### config.mk
export PLATFORM = sky130hd
export DESIGN_NAME = gcu_buffer_mgr
export DESIGN_NICKNAME = d
export VERILOG_FILES = /design/src/rtl/gcu_buf_pkg.sv /design/src/rtl/gcu_buf_slot.sv /design/src/rtl/gcu_buffer_mgr.sv
export SDC_FILE = /design/constraint.sdc
export NUM_CORES = 1
export LEC_CHECK = 0
export CORE_AREA = 2 2 194 196
export DETAILED_ROUTE_END_ITERATION = 10
export DIE_AREA = 0 0 196 198
export GPL_TIMING_DRIVEN = 0
export SLEW_MARGIN = 20
export SYNTH_ARGS = -nofsm -noshare
export SYNTH_HDL_FRONTEND = slang
export SYNTH_HIERARCHICAL = 1
export SYNTH_SLANG_ARGS = --single-unit
### constraint.sdc
create_clock -name clk -period 2.4 [get_ports clk]
set_input_delay 0.24 -clock clk [delete_from_list [all_inputs] [get_ports clk]]
set_output_delay 0.24 -clock clk [all_outputs]
set_load 0.01 [all_outputs]
### src/rtl/gcu_buf_pkg.sv
// Shared definitions for the GCU task-buffer manager: slot state encoding.
package gcu_buf_pkg;

   // Life cycle of one buffer slot; 3-bit encoding keeps room for later states.
   typedef enum logic [2:0] {
      IDLE       = 3'd0,
      LOADING    = 3'd1,
      READY      = 3'd2,
      PROCESSING = 3'd3,
      WRITEBACK  = 3'd4
   } slot_state_e;

endpackage

### src/rtl/gcu_buf_slot.sv
// One buffer slot: state machine, latched task descriptor and load-request pulse.
// The current state is exported on 'state' so checkers can bind to it directly.
module gcu_buf_slot
   import gcu_buf_pkg::*;
#(
   parameter int TASK_W = 128
) (
   input  logic              clk,
   input  logic              rst_n,
   input  logic              alloc,
   input  logic [TASK_W-1:0] task_in,
   input  logic              load_done,
   input  logic              take,
   input  logic              compute_done,
   input  logic              wb_done,
   output slot_state_e       state,
   output logic [TASK_W-1:0] task_q,
   output logic              load_req
);

   // Slot state advances only on the strobe matching its current state;
   // any other strobe is ignored. alloc is only raised by the top while IDLE.
   always_ff @(posedge clk) begin
      if (!rst_n) begin
         state    <= IDLE;
         task_q   <= '0;
         load_req <= 1'b0;
      end else begin
         load_req <= alloc;
         if (alloc) begin
            task_q <= task_in;
         end
         case (state)
            IDLE:       if (alloc)        state <= LOADING;
            LOADING:    if (load_done)    state <= READY;
            READY:      if (take)         state <= PROCESSING;
            PROCESSING: if (compute_done) state <= WRITEBACK;
            WRITEBACK:  if (wb_done)      state <= IDLE;
            default:                      state <= IDLE;
         endcase
      end
   end

endmodule

### src/rtl/gcu_buffer_mgr.sv
// Task-buffer manager: assigns incoming task descriptors to the lowest-index
// free slot and exposes per-slot load / compute / write-back progress.
//
// Task handshake: a descriptor transfers on a rising edge where task_valid and
// task_ready are both high. task_ready depends only on front_ready_for_task and
// registered slot state, never on task_valid. The dispatcher holds task_valid
// and task_in stable until the transfer happens.
module gcu_buffer_mgr
   import gcu_buf_pkg::*;
#(
   parameter int BUFFER_NUM     = 2,
   parameter int TASK_W         = 128,
   parameter int FRONT_ADDR_W   = 32,
   parameter int FRONT_DIM_W    = 16,
   parameter int FRONT_ADDR_LSB = 0,
   parameter int FRONT_DIM_LSB  = 32
) (
   input  logic                    clk,
   input  logic                    rst_n,
   input  logic                    task_valid,
   output logic                    task_ready,
   input  logic [TASK_W-1:0]       task_in,
   input  logic                    front_ready_for_task,
   output logic [BUFFER_NUM-1:0]   front_load_req,
   output logic [FRONT_ADDR_W-1:0] front_load_addr [BUFFER_NUM],
   output logic [FRONT_DIM_W-1:0]  front_load_dim  [BUFFER_NUM],
   input  logic [BUFFER_NUM-1:0]   front_load_done,
   output logic [BUFFER_NUM-1:0]   buf_ready_for_compute,
   input  logic [BUFFER_NUM-1:0]   buf_take,
   input  logic [BUFFER_NUM-1:0]   node_compute_done,
   input  logic [BUFFER_NUM-1:0]   writeback_done,
   output logic [TASK_W-1:0]       buf_task [BUFFER_NUM],
   output logic [BUFFER_NUM-1:0]   buf_busy
);

   slot_state_e           slot_state [BUFFER_NUM];
   logic [BUFFER_NUM-1:0] slot_idle;
   logic [BUFFER_NUM-1:0] first_idle;
   logic [BUFFER_NUM-1:0] alloc;
   logic                  idle_found;
   logic                  accept;

   // Registered-state decodes; a slot freed this edge shows idle next cycle only.
   always_comb begin
      for (int i = 0; i < BUFFER_NUM; i++) begin
         slot_idle[i]             = (slot_state[i] == IDLE);
         buf_busy[i]              = (slot_state[i] != IDLE);
         buf_ready_for_compute[i] = (slot_state[i] == READY);
      end
   end

   // Lowest-index idle slot as a one-hot vector.
   always_comb begin
      first_idle = '0;
      idle_found = 1'b0;
      for (int i = 0; i < BUFFER_NUM; i++) begin
         if (slot_idle[i] && !idle_found) begin
            first_idle[i] = 1'b1;
            idle_found    = 1'b1;
         end
      end
   end

   assign task_ready = front_ready_for_task & (|slot_idle);
   assign accept     = task_valid & task_ready;
   assign alloc      = first_idle & {BUFFER_NUM{accept}};

   for (genvar g = 0; g < BUFFER_NUM; g++) begin : g_slot
      gcu_buf_slot #(
         .TASK_W (TASK_W)
      ) u_slot (
         .clk          (clk),
         .rst_n        (rst_n),
         .alloc        (alloc[g]),
         .task_in      (task_in),
         .load_done    (front_load_done[g]),
         .take         (buf_take[g]),
         .compute_done (node_compute_done[g]),
         .wb_done      (writeback_done[g]),
         .state        (slot_state[g]),
         .task_q       (buf_task[g]),
         .load_req     (front_load_req[g])
      );

      assign front_load_addr[g] = buf_task[g][FRONT_ADDR_LSB +: FRONT_ADDR_W];
      assign front_load_dim[g]  = buf_task[g][FRONT_DIM_LSB +: FRONT_DIM_W];
   end

endmodule

# Yosys cells after proc, flatten, opt, wreduce, memory -nomap -nowiden
# Cells that the tools add are included.
[word_totals] romBits=0 ramBits=0 elab_cells=50 input_bits=140 regBits=264 latch_bits=0 mem_count=0 out_inout_bits=359
[op_classes] shift=0 eq_ne=18 bitwise=3 magnitude_cmp=0 multipliers=0 mux=14 reduce_logical=9 div=0 addsub=0
[ops] cell="2-to-1 mux 3 bit" count=10
[ops] cell="case mux 3 bit (5 select lines)" count=2
[ops] cell="equality test 3 x 2 -> 1 bit (second input constant)" count=4
[ops] cell="inequality test 2 bit (second input constant)" count=6
[ops] cell="AND reduction 5 bit" count=2
[ops] cell="inequality test 2 x 1 -> 1 bit (second input constant)" count=4
[ops] cell="equality test 3 x 1 -> 1 bit (second input constant)" count=2
[ops] cell="equality test 3 bit (second input constant)" count=2
[ops] cell="logical NOT 3 bit" count=2
[ops] cell="nonzero test 3 bit" count=2
[ops] cell="AND 1 bit" count=2
[ops] cell="AND 2 bit" count=1
[ops] cell="2-to-1 mux 1 bit" count=2
[ops] cell="OR reduction 2 bit" count=1
[ops] cell="logical AND 1 bit" count=1
[ops] cell="logical NOT 1 bit" count=1

# Longest topological paths before layout
# Gate-level depths: netlist (run 1).
[depth] word_depth=8 depth_mapped=7 mapped_depth_nobuf=5

# Modules after synthesis
# Netlist (run 1), hierarchy kept.
[modules_own_cells] module="gcu_buf_slot" seq_area_each_um2=2642.5 area_each_um2=4976.0 instances=2 cells_per_inst=430
[modules_own_cells] module="gcu_buffer_mgr" seq_area_each_um2=0.0 area_each_um2=785.8 instances=1 cells_per_inst=104

# Least setup slack after synthesis (run 1)
# No wires, ideal clock.
[synth_path] path_type="reg2reg" startpoint="register g_slot[1].u_slot.state[0]" endpoint="register g_slot[1].u_slot.task_q[108]" path_buffers=3 path_stages_with_launch=8 period_less_slack_ns=1.821 path_slack_ns=0.579 setup_time_ns=0.116 arrival_ns=1.705 path_cell_list="dfxtp_1 or3_4 nor3b_2 buf_2 buf_4 buf_2 mux2i_1 nor2b_1"
[synth_via] elab_chain_cells=5
[synth_lines] element="start: declaration" line="gcu_buf_slot.sv:16" text="output slot_state_e state,"
[synth_lines] element="start signal: assignment" line="gcu_buf_slot.sv:25" text="state <= IDLE;"
[synth_lines] element="start signal: assignment" line="gcu_buf_slot.sv:34" text="IDLE: if (alloc) state <= LOADING;"
[synth_lines] element="start signal: assignment" line="gcu_buf_slot.sv:35" text="LOADING: if (load_done) state <= READY;"
[synth_lines] element="logical NOT 3 bit *" line="gcu_buffer_mgr.sv:46" text="slot_idle[i] = (slot_state[i] == IDLE);"
[synth_lines] element="OR reduction 2 bit" line="gcu_buffer_mgr.sv:64" text="assign task_ready = front_ready_for_task & (|slot_idle);"
[synth_lines] element="AND 1 bit" line="gcu_buffer_mgr.sv:64"
[synth_lines] element="AND 1 bit" line="gcu_buffer_mgr.sv:65" text="assign accept = task_valid & task_ready;"
[synth_lines] element="AND 2 bit *" line="gcu_buffer_mgr.sv:66" text="assign alloc = first_idle & {BUFFER_NUM{accept}};"
[synth_lines] element="net alloc[1]" line="gcu_buffer_mgr.sv:39" text="logic [BUFFER_NUM-1:0] alloc;"
[synth_lines] element="end signal: assignment" line="gcu_buf_slot.sv:31" text="task_q <= task_in;"
[synth_lines] element="end: declaration" line="gcu_buf_slot.sv:17" text="output logic [TASK_W-1:0] task_q,"
# The timed path passes the listed nets; every way through them passes the cells marked *.
# A chain may end at the register's enable or synchronous reset.

# Worst setup path in the final report (run 1)
[layout_path] startpoint="register g_slot[1].u_slot.state[0]" endpoint="register g_slot[1].u_slot.task_q[116]"
# Same word-level chain as after synthesis.

==> flow_summary.toml, run 1 <==
[run_status]
outcome = "finished clean"

[detailed_routing]
wirelength_mm = 34.9
vias_per_cell = 4.16
ant_nets = 0
drc = 0
initialDrtViolationCount = 216
drtPass1Iterations = 4
wl_per_cell_microns = 17.5
via_count = 8291

[pwr]
p_sw_share_pct = 23.5
vdd_drop_max_uv = 541
p_clk_share_pct = 42.9
p_leak_nw = 6.16
p_sw_mw = 2.61
combPwrFrac_pct = 14.9
p_int_mw = 8.50
p_per_area_nw_per_um2 = 640
pwr-share-seq_pct = 42.2

[clocking]
clk_latency_ns = 0.55
cts.sinks = 264
cts-root-buf = "clkbuf_16"
numCtsBuffers = 30
cts_tree = "done"
hold_buffers = 0
ctsHtreeMaxLevel = 1
path_clk_slew_ns = 0.06
clk_path_buf_depth = 3

[setup_path]
critPathKind = "reg -> reg"
worstPathRequired_ns = 2.85
rr_worst_depth = 7
crit_path_end_kind = "flop"
arrival_ns = 2.62
cp_max_fo = 10
crit_path_start_kind = "flop"
reg2reg_slack_ns = 0.22

[global_routing]
gr-total-overflow = 0
grt_pass1_vias = 8173
grt_max_degree = 15
antenna_found_initial = 1
track_usage_pct = 17.0
grt_pass1_wl_mm = 51.3

[sta]
rsz0062_at_grt = "no"
relSlewSlack_pct = 40.1
final-hold-violation-count = 0
setup_slack_ns = 0.224
fin_crit_sh_pct = 90.7
hold-worst-slack_ns = 0.107
timing.fmax_ghz = 0.460
setup_violations = 0
tightestPinTransition_ns = 0.899
drv_slew = 0
final.setup.tns_ns = 0
skew_ns = 0.0154
fin_crit_ns = 2.18

[logic_synthesis]
synthTopCellsByArea = "dfxtp_1 (49%), mux2i_1 (24%), nor2b_1 (15%)"
yosysSeqAreaShare_pct = 49.2
avgSynthCellArea_sq_um = 11.1
synth_area_leader_cell = "dfxtp_1"
synthAdderAreaFrac_pct = 0
synth_top_family_by_area = "multiplexers"
ys_warn_count = 6
synth_cell_types = 23
synthMuxAreaShare_pct = 24.3
synthesis.area_sq_um = 10700
synth-simple-area-share_pct = 16.4
syn_inst = 964
syn_nets = 1104
synth_seq_cells = 264
yosysTopAreaCellShare_pct = 49.2
synth_compound_area_share_pct = 0.303
synth_xor_area_share_pct = 0

[layout]
fill_cells = 3510
syn_to_final_growth_pct = 61.7
ff_latch_area_sq_um = 5290
diodes = 0
final_nets = 1633
drive_gt1_share_pct = 12.1
multi_input_area_sq_um = 4400

[placement]
place.gp.congestion = 0.769
port_buffers = 497
dpl.hpwl_mm = 26.3
dp_slack_ns = 0.169

[floorplanning]
dieArea_sq_um = 38800
initial_utilization_pct = 29.1
fp-row-count = 71
die_w_microns = 196
ios = 499
core_sq_um = 37000
die_h_microns = 198

[min_path]
hold_path_depth = 2
hold_path_class = "in -> reg"

[flow_run]
maxCapViolCount = 0
[critical path: stages, from the launching register on]
cell	delay [ns]
dfxtp_1	0.37
or3_4	0.46
nor3b_2	0.18
buf_2	0.15
buf_4	0.26
buf_2	0.35
mux2i_1	0.23
nor2b_1	0.06
[cells by family (layout without fill, tap and decap cells)]
logic type / Yosys count / in the layout
flops: 264 / 264
buf+inv: 158 / 711
compound gates: 5 / 5
simple gates: 279 / 279
mux: 258 / 258
[state kept, by name, indices dropped and copies added (netlist names)]
name,count
g_slot.u_slot/task_q,256
g_slot.u_slot/load_req,2
g_slot.u_slot/state,6
[power groups by stage]
stage | sequential (mW) | clock (mW) | combinational (mW)
floorplan | 4.84 | 0 | 0.677
global placement | 4.78 | 0 | 1.66
detailed placement | 4.78 | 0 | 1.67
CTS | 4.69 | 4.90 | 1.68
global route | 4.71 | 5.09 | 1.77
finish | 4.69 | 4.76 | 1.65
[repair_timing]
item                                    in CTS  in global routing
endpoints found under the setup margin       1                  0
setup buffers                                0                  0
resized for setup                            1                  0
[final cells by class]
cell class              instances  share of cell area (%)
inverters                       4                  0.0865
well taps                     474                    3.42
flip-flops and latches        264                    30.4
multi-input cells             542                    25.3
repair buffers                497                    28.6
clock inverters                 8                   0.555
plain buffers                 154                    5.98
clock buffers                  48                    5.53
[path summary, 6_finish.rpt]
kind,startpoint,end
max,g_slot[1].u_slot/state[0],g_slot[1].u_slot/task_q[116]
min,rst_n,g_slot[1].u_slot/task_q[9]
max reg2reg,g_slot[1].u_slot/state[0],g_slot[1].u_slot/task_q[116]
min reg2reg,g_slot[0].u_slot/task_q[48],g_slot[0].u_slot/task_q[48]
[cell usage in the layout, fill, tap and decap left out]
cell type / instances
or4b_1: 2
clkinv_2: 4
buf_6: 2
mux2i_1: 256
nand2b_1: 2
a21oi_1: 2
inv_1: 2
clkdlybuf4s50_1: 496
or3_4: 2
buf_4: 116
nor2_1: 3
and2_1: 2
clkbuf_16: 31
clkbuf_8: 12
a21boi_0: 2
a21boi_1: 1
dlygate4sd2_1: 1
nand3b_1: 2
nand2_1: 5
mux4_2: 2
clkbuf_1: 33
nor3b_2: 1
clkinvlp_4: 1
nor2b_1: 256
nor3b_1: 2
inv_2: 2
nand4b_1: 2
clkinv_4: 1
buf_2: 8
bufinv_16: 2
dfxtp_1: 264
[per-layer routing]
layer | wire length (microns) | up-vias | GRT usage, %
li1 | - | 4140 | -
met1 | 14800 | 3836 | 21.2
met2 | 16900 | 265 | 29.1
met3 | 2480 | 48 | 4.51
met4 | 741 | 2 | 4.63
met5 | 15 | - | 0
[cells in the mapped netlist]
cell      number
nor2_1         3
and2_1         2
inv_1          2
or3_4          2
nand2_1        5
nor3b_2        1
nand2b_1       2
or4b_1         2
nor3b_1        2
buf_6          2
a21boi_0       2
a21oi_1        2
a21boi_1       1
buf_4        116
nand4b_1       2
mux4_2         2
inv_2          2
mux2i_1      256
dfxtp_1      264
nand3b_1       2
nor2b_1      256
clkbuf_1      28
buf_2          8
[through the flow]
stage	instance area, sq um	util [%]	instances	total power [mW]
after CTS	17400	47.0	1991	11.3
after detailed placement	16300	44.1	1935	6.46
final	17400	47.0	1991	11.1
after global routing	17400	47.0	1991	11.6
after global placement	16300	44.1	1935	6.44
after floorplan	10700	-	964	5.52
Note: power is estimated with default switching activity, not from simulation.
==> inputs of run 2 (changes only) <==
Settings changed: CORE_AREA 2 2 194 196 to 2 2 195 197, DIE_AREA 0 0 196 198 to 0 0 197 199, SYNTH_HIERARCHICAL 1 to unset.
==> flow_summary.toml, run 2 <==
[min_path]
hold_path_class = "in -> reg"

[layout]
largest-register = "g_slot.u_slot.task_q"
drive_gt1_share_pct = 10.7
largest_register_ffs = 256
layout_common_cells = "clkdlybuf4s50_1 (496), nand2_1 (390), dfxtp_1 (264)"
largestRegisters = "g_slot.u_slot.task_q: 256 flops, g_slot.u_slot.state: 6 flops, g_slot.u_slot.load_req: 2 flops"
multi_input_area_sq_um = 3960
ff_latch_area_sq_um = 5290
syn_to_final_growth_pct = 62.4
fill_cells = 3658
layout_commonest_cell = "clkdlybuf4s50_1"
final_nets = 1941
final_cell_area_sq_um = 17100

[pwr]
vdd_drop_max_uv = 627
p_per_area_nw_per_um2 = 631
p_leak_nw = 6.22

[clocking]
ctsHtreeMaxLevel = 1
cts_setup_buffers = 0
cts.sinks = 264
cts-root-buf = "clkbuf_16"
cts_tree = "done"
numCtsBuffers = 30
clk_latency_ns = 0.55
path_clk_slew_ns = 0.06
clk_path_buf_depth = 3

[logic_synthesis]
synthAdderAreaFrac_pct = 0
synth_area_leader_cell = "dfxtp_1"
synth_top_family_by_area = "simple AND/OR/NAND/NOR gates"
yosysTopAreaCellShare_pct = 50.3
synthMuxAreaShare_pct = 0.309
synth_compound_area_share_pct = 15.6
yosysSeqAreaShare_pct = 50.3
avgSynthCellArea_sq_um = 8.27
synthTopCellsByArea = "dfxtp_1 (50%), nand2_1 (14%), buf_4 (7.0%)"
synth_common_cells = "nand2_1 (390), dfxtp_1 (264), nand3_1 (129)"
syn_inst = 1272
synthesis.area_sq_um = 10500
ys_warn_count = 0
synth_seq_cells = 264
syn_nets = 1412
synth_most_common_cell = "nand2_1"
synth-simple-area-share_pct = 21.7
synthArstFlopShare_pct = 0
synth_cell_types = 33
synth_flop_cell = "dfxtp_1"
synth_xor_area_share_pct = 0
synth_enable_flop_cells = 0

[detailed_routing]
initialDrtViolationCount = 356
vias_per_cell = 4.54
via_count = 10423
ant_nets = 0
drtPass1Iterations = 5
wl_per_cell_microns = 18.4
wirelength_mm = 42.3
drc = 0

[floorplanning]
ios = 499
die_h_microns = 199
initial_utilization_pct = 28.3
dieArea_sq_um = 39200
die_w_microns = 197
fp-row-count = 71
core_sq_um = 37100

[sta]
drv_slew = 0
fin_crit_sh_pct = 92.7
timing.fmax_ghz = 0.449
relSlewSlack_pct = 36.6
rsz0062_at_grt = "no"
final.setup.tns_ns = 0
skew_ns = 0.00982
final-hold-violation-count = 0
tightestPinTransition_ns = 0.951
setup_violations = 0
fin_crit_ns = 2.23

[global_routing]
grt_pass1_wl_mm = 62.9
antenna_found_initial = 2
gr-total-overflow = 0
grt_pass1_vias = 10368
track_usage_pct = 20.8
grt_max_degree = 15

[flow_run]
maxCapViolCount = 0

[run_status]
outcome = "finished clean"

[placement]
place_area_sq_um = 16100
place.gp.congestion = 0.819
dpl.hpwl_mm = 32.2
port_buffers = 497

[setup_path]
crit_path_start_kind = "flop"
critPathKind = "reg -> out"
worstPathRequired_ns = 2.16
cp_max_fo = 9
arrival_ns = 1.99
crit_path_end_kind = "primary output"
-- run 2: layout make-up --
class,instances,share of cell area (%)
Antenna cell,1,0.0147
Buffer,199,7.44
Clock buffer,43,5.27
Clock inverter,11,0.513
Inverter,1,0.0220
Multi-Input combinational cell,808,23.2
Sequential cell,264,30.9
Tap cell,474,3.47
Timing Repair Buffer,497,29.1
-- run 2: cell families (layout without fill, tap and decap cells) --
kind of cell,count (synthesis),count (layout)
AOI/OAI and AO/OA,262,262
other,0,1
DFF,264,264
buffers and inverters,200,751
and+or+nand+nor,544,544
muxes,2,2
-- run 2: repair_timing --
action / in CTS / in global routing
gates resized for setup: 3 / 0
setup endpoints to repair: 18 / 0
hold endpoints to repair: 0 / 0
hold buffers: 0 / 0
-- run 2: path summary, 6_finish.rpt --
| kind | startpoint | endpoint | slack (ns) | cells past startpoint |
|---|---|---|---|---|
| max | g_slot[1].u_slot.state[0] | buf_busy[1] | 0.17 | 3 |
| min | rst_n | g_slot[1].u_slot.state[0] | 0.26 | 4 |
| max reg2reg | g_slot[1].u_slot.state[0] | g_slot[1].u_slot.task_q[112] | 0.19 | 8 |
| min reg2reg | g_slot[0].u_slot.task_q[60] | g_slot[0].u_slot.task_q[60] | 0.45 | 2 |
-- run 2: critical path, stage by stage (launching register included) --
cell             delay (ns)
dfxtp_1                0.29
buf_2                  0.15
or3_4                  0.41
clkdlybuf4s50_1        0.57
-- run 2: report_power, final --
part / switching, mW / total (mW) / internal (mW) / leakage (nW)
Clock: 1.87 / 4.56 / 2.69 / 0.486
Combinational: 0.713 / 1.53 / 0.820 / 3.59
Sequential: 0.128 / 4.68 / 4.55 / 2.14
Total: 2.71 / 10.8 / 8.07 / 6.22
-- run 2: through the flow --
| stage | utilization [%] | hold WS, ns | setup WS, ns | std cells | power, mW |
|---|---|---|---|---|---|
| after CTS | 46.0 | 0.238 | 0.145 | 2297 | 10.9 |
| after global routing | 46.0 | 0.254 | 0.0103 | 2298 | 11.2 |
| final | 46.0 | 0.261 | 0.175 | 2298 | 10.8 |
| after detailed placement | 43.3 | 0.443 | -0.175 | 2243 | 6.33 |
| after floorplan | - | 0.370 | 0.708 | 1272 | 5.35 |
| after global placement | 43.3 | 0.436 | -0.121 | 2243 | 6.31 |
-- run 2: layer usage --
metal	GRT usage (%)	share of wire, %	vias to the layer above
met3	6.88	8.4	56
met2	36.8	49	378
met5	0	0	-
met1	24.2	40	4839
met4	5.01	2.4	0
li1	-	-	5150
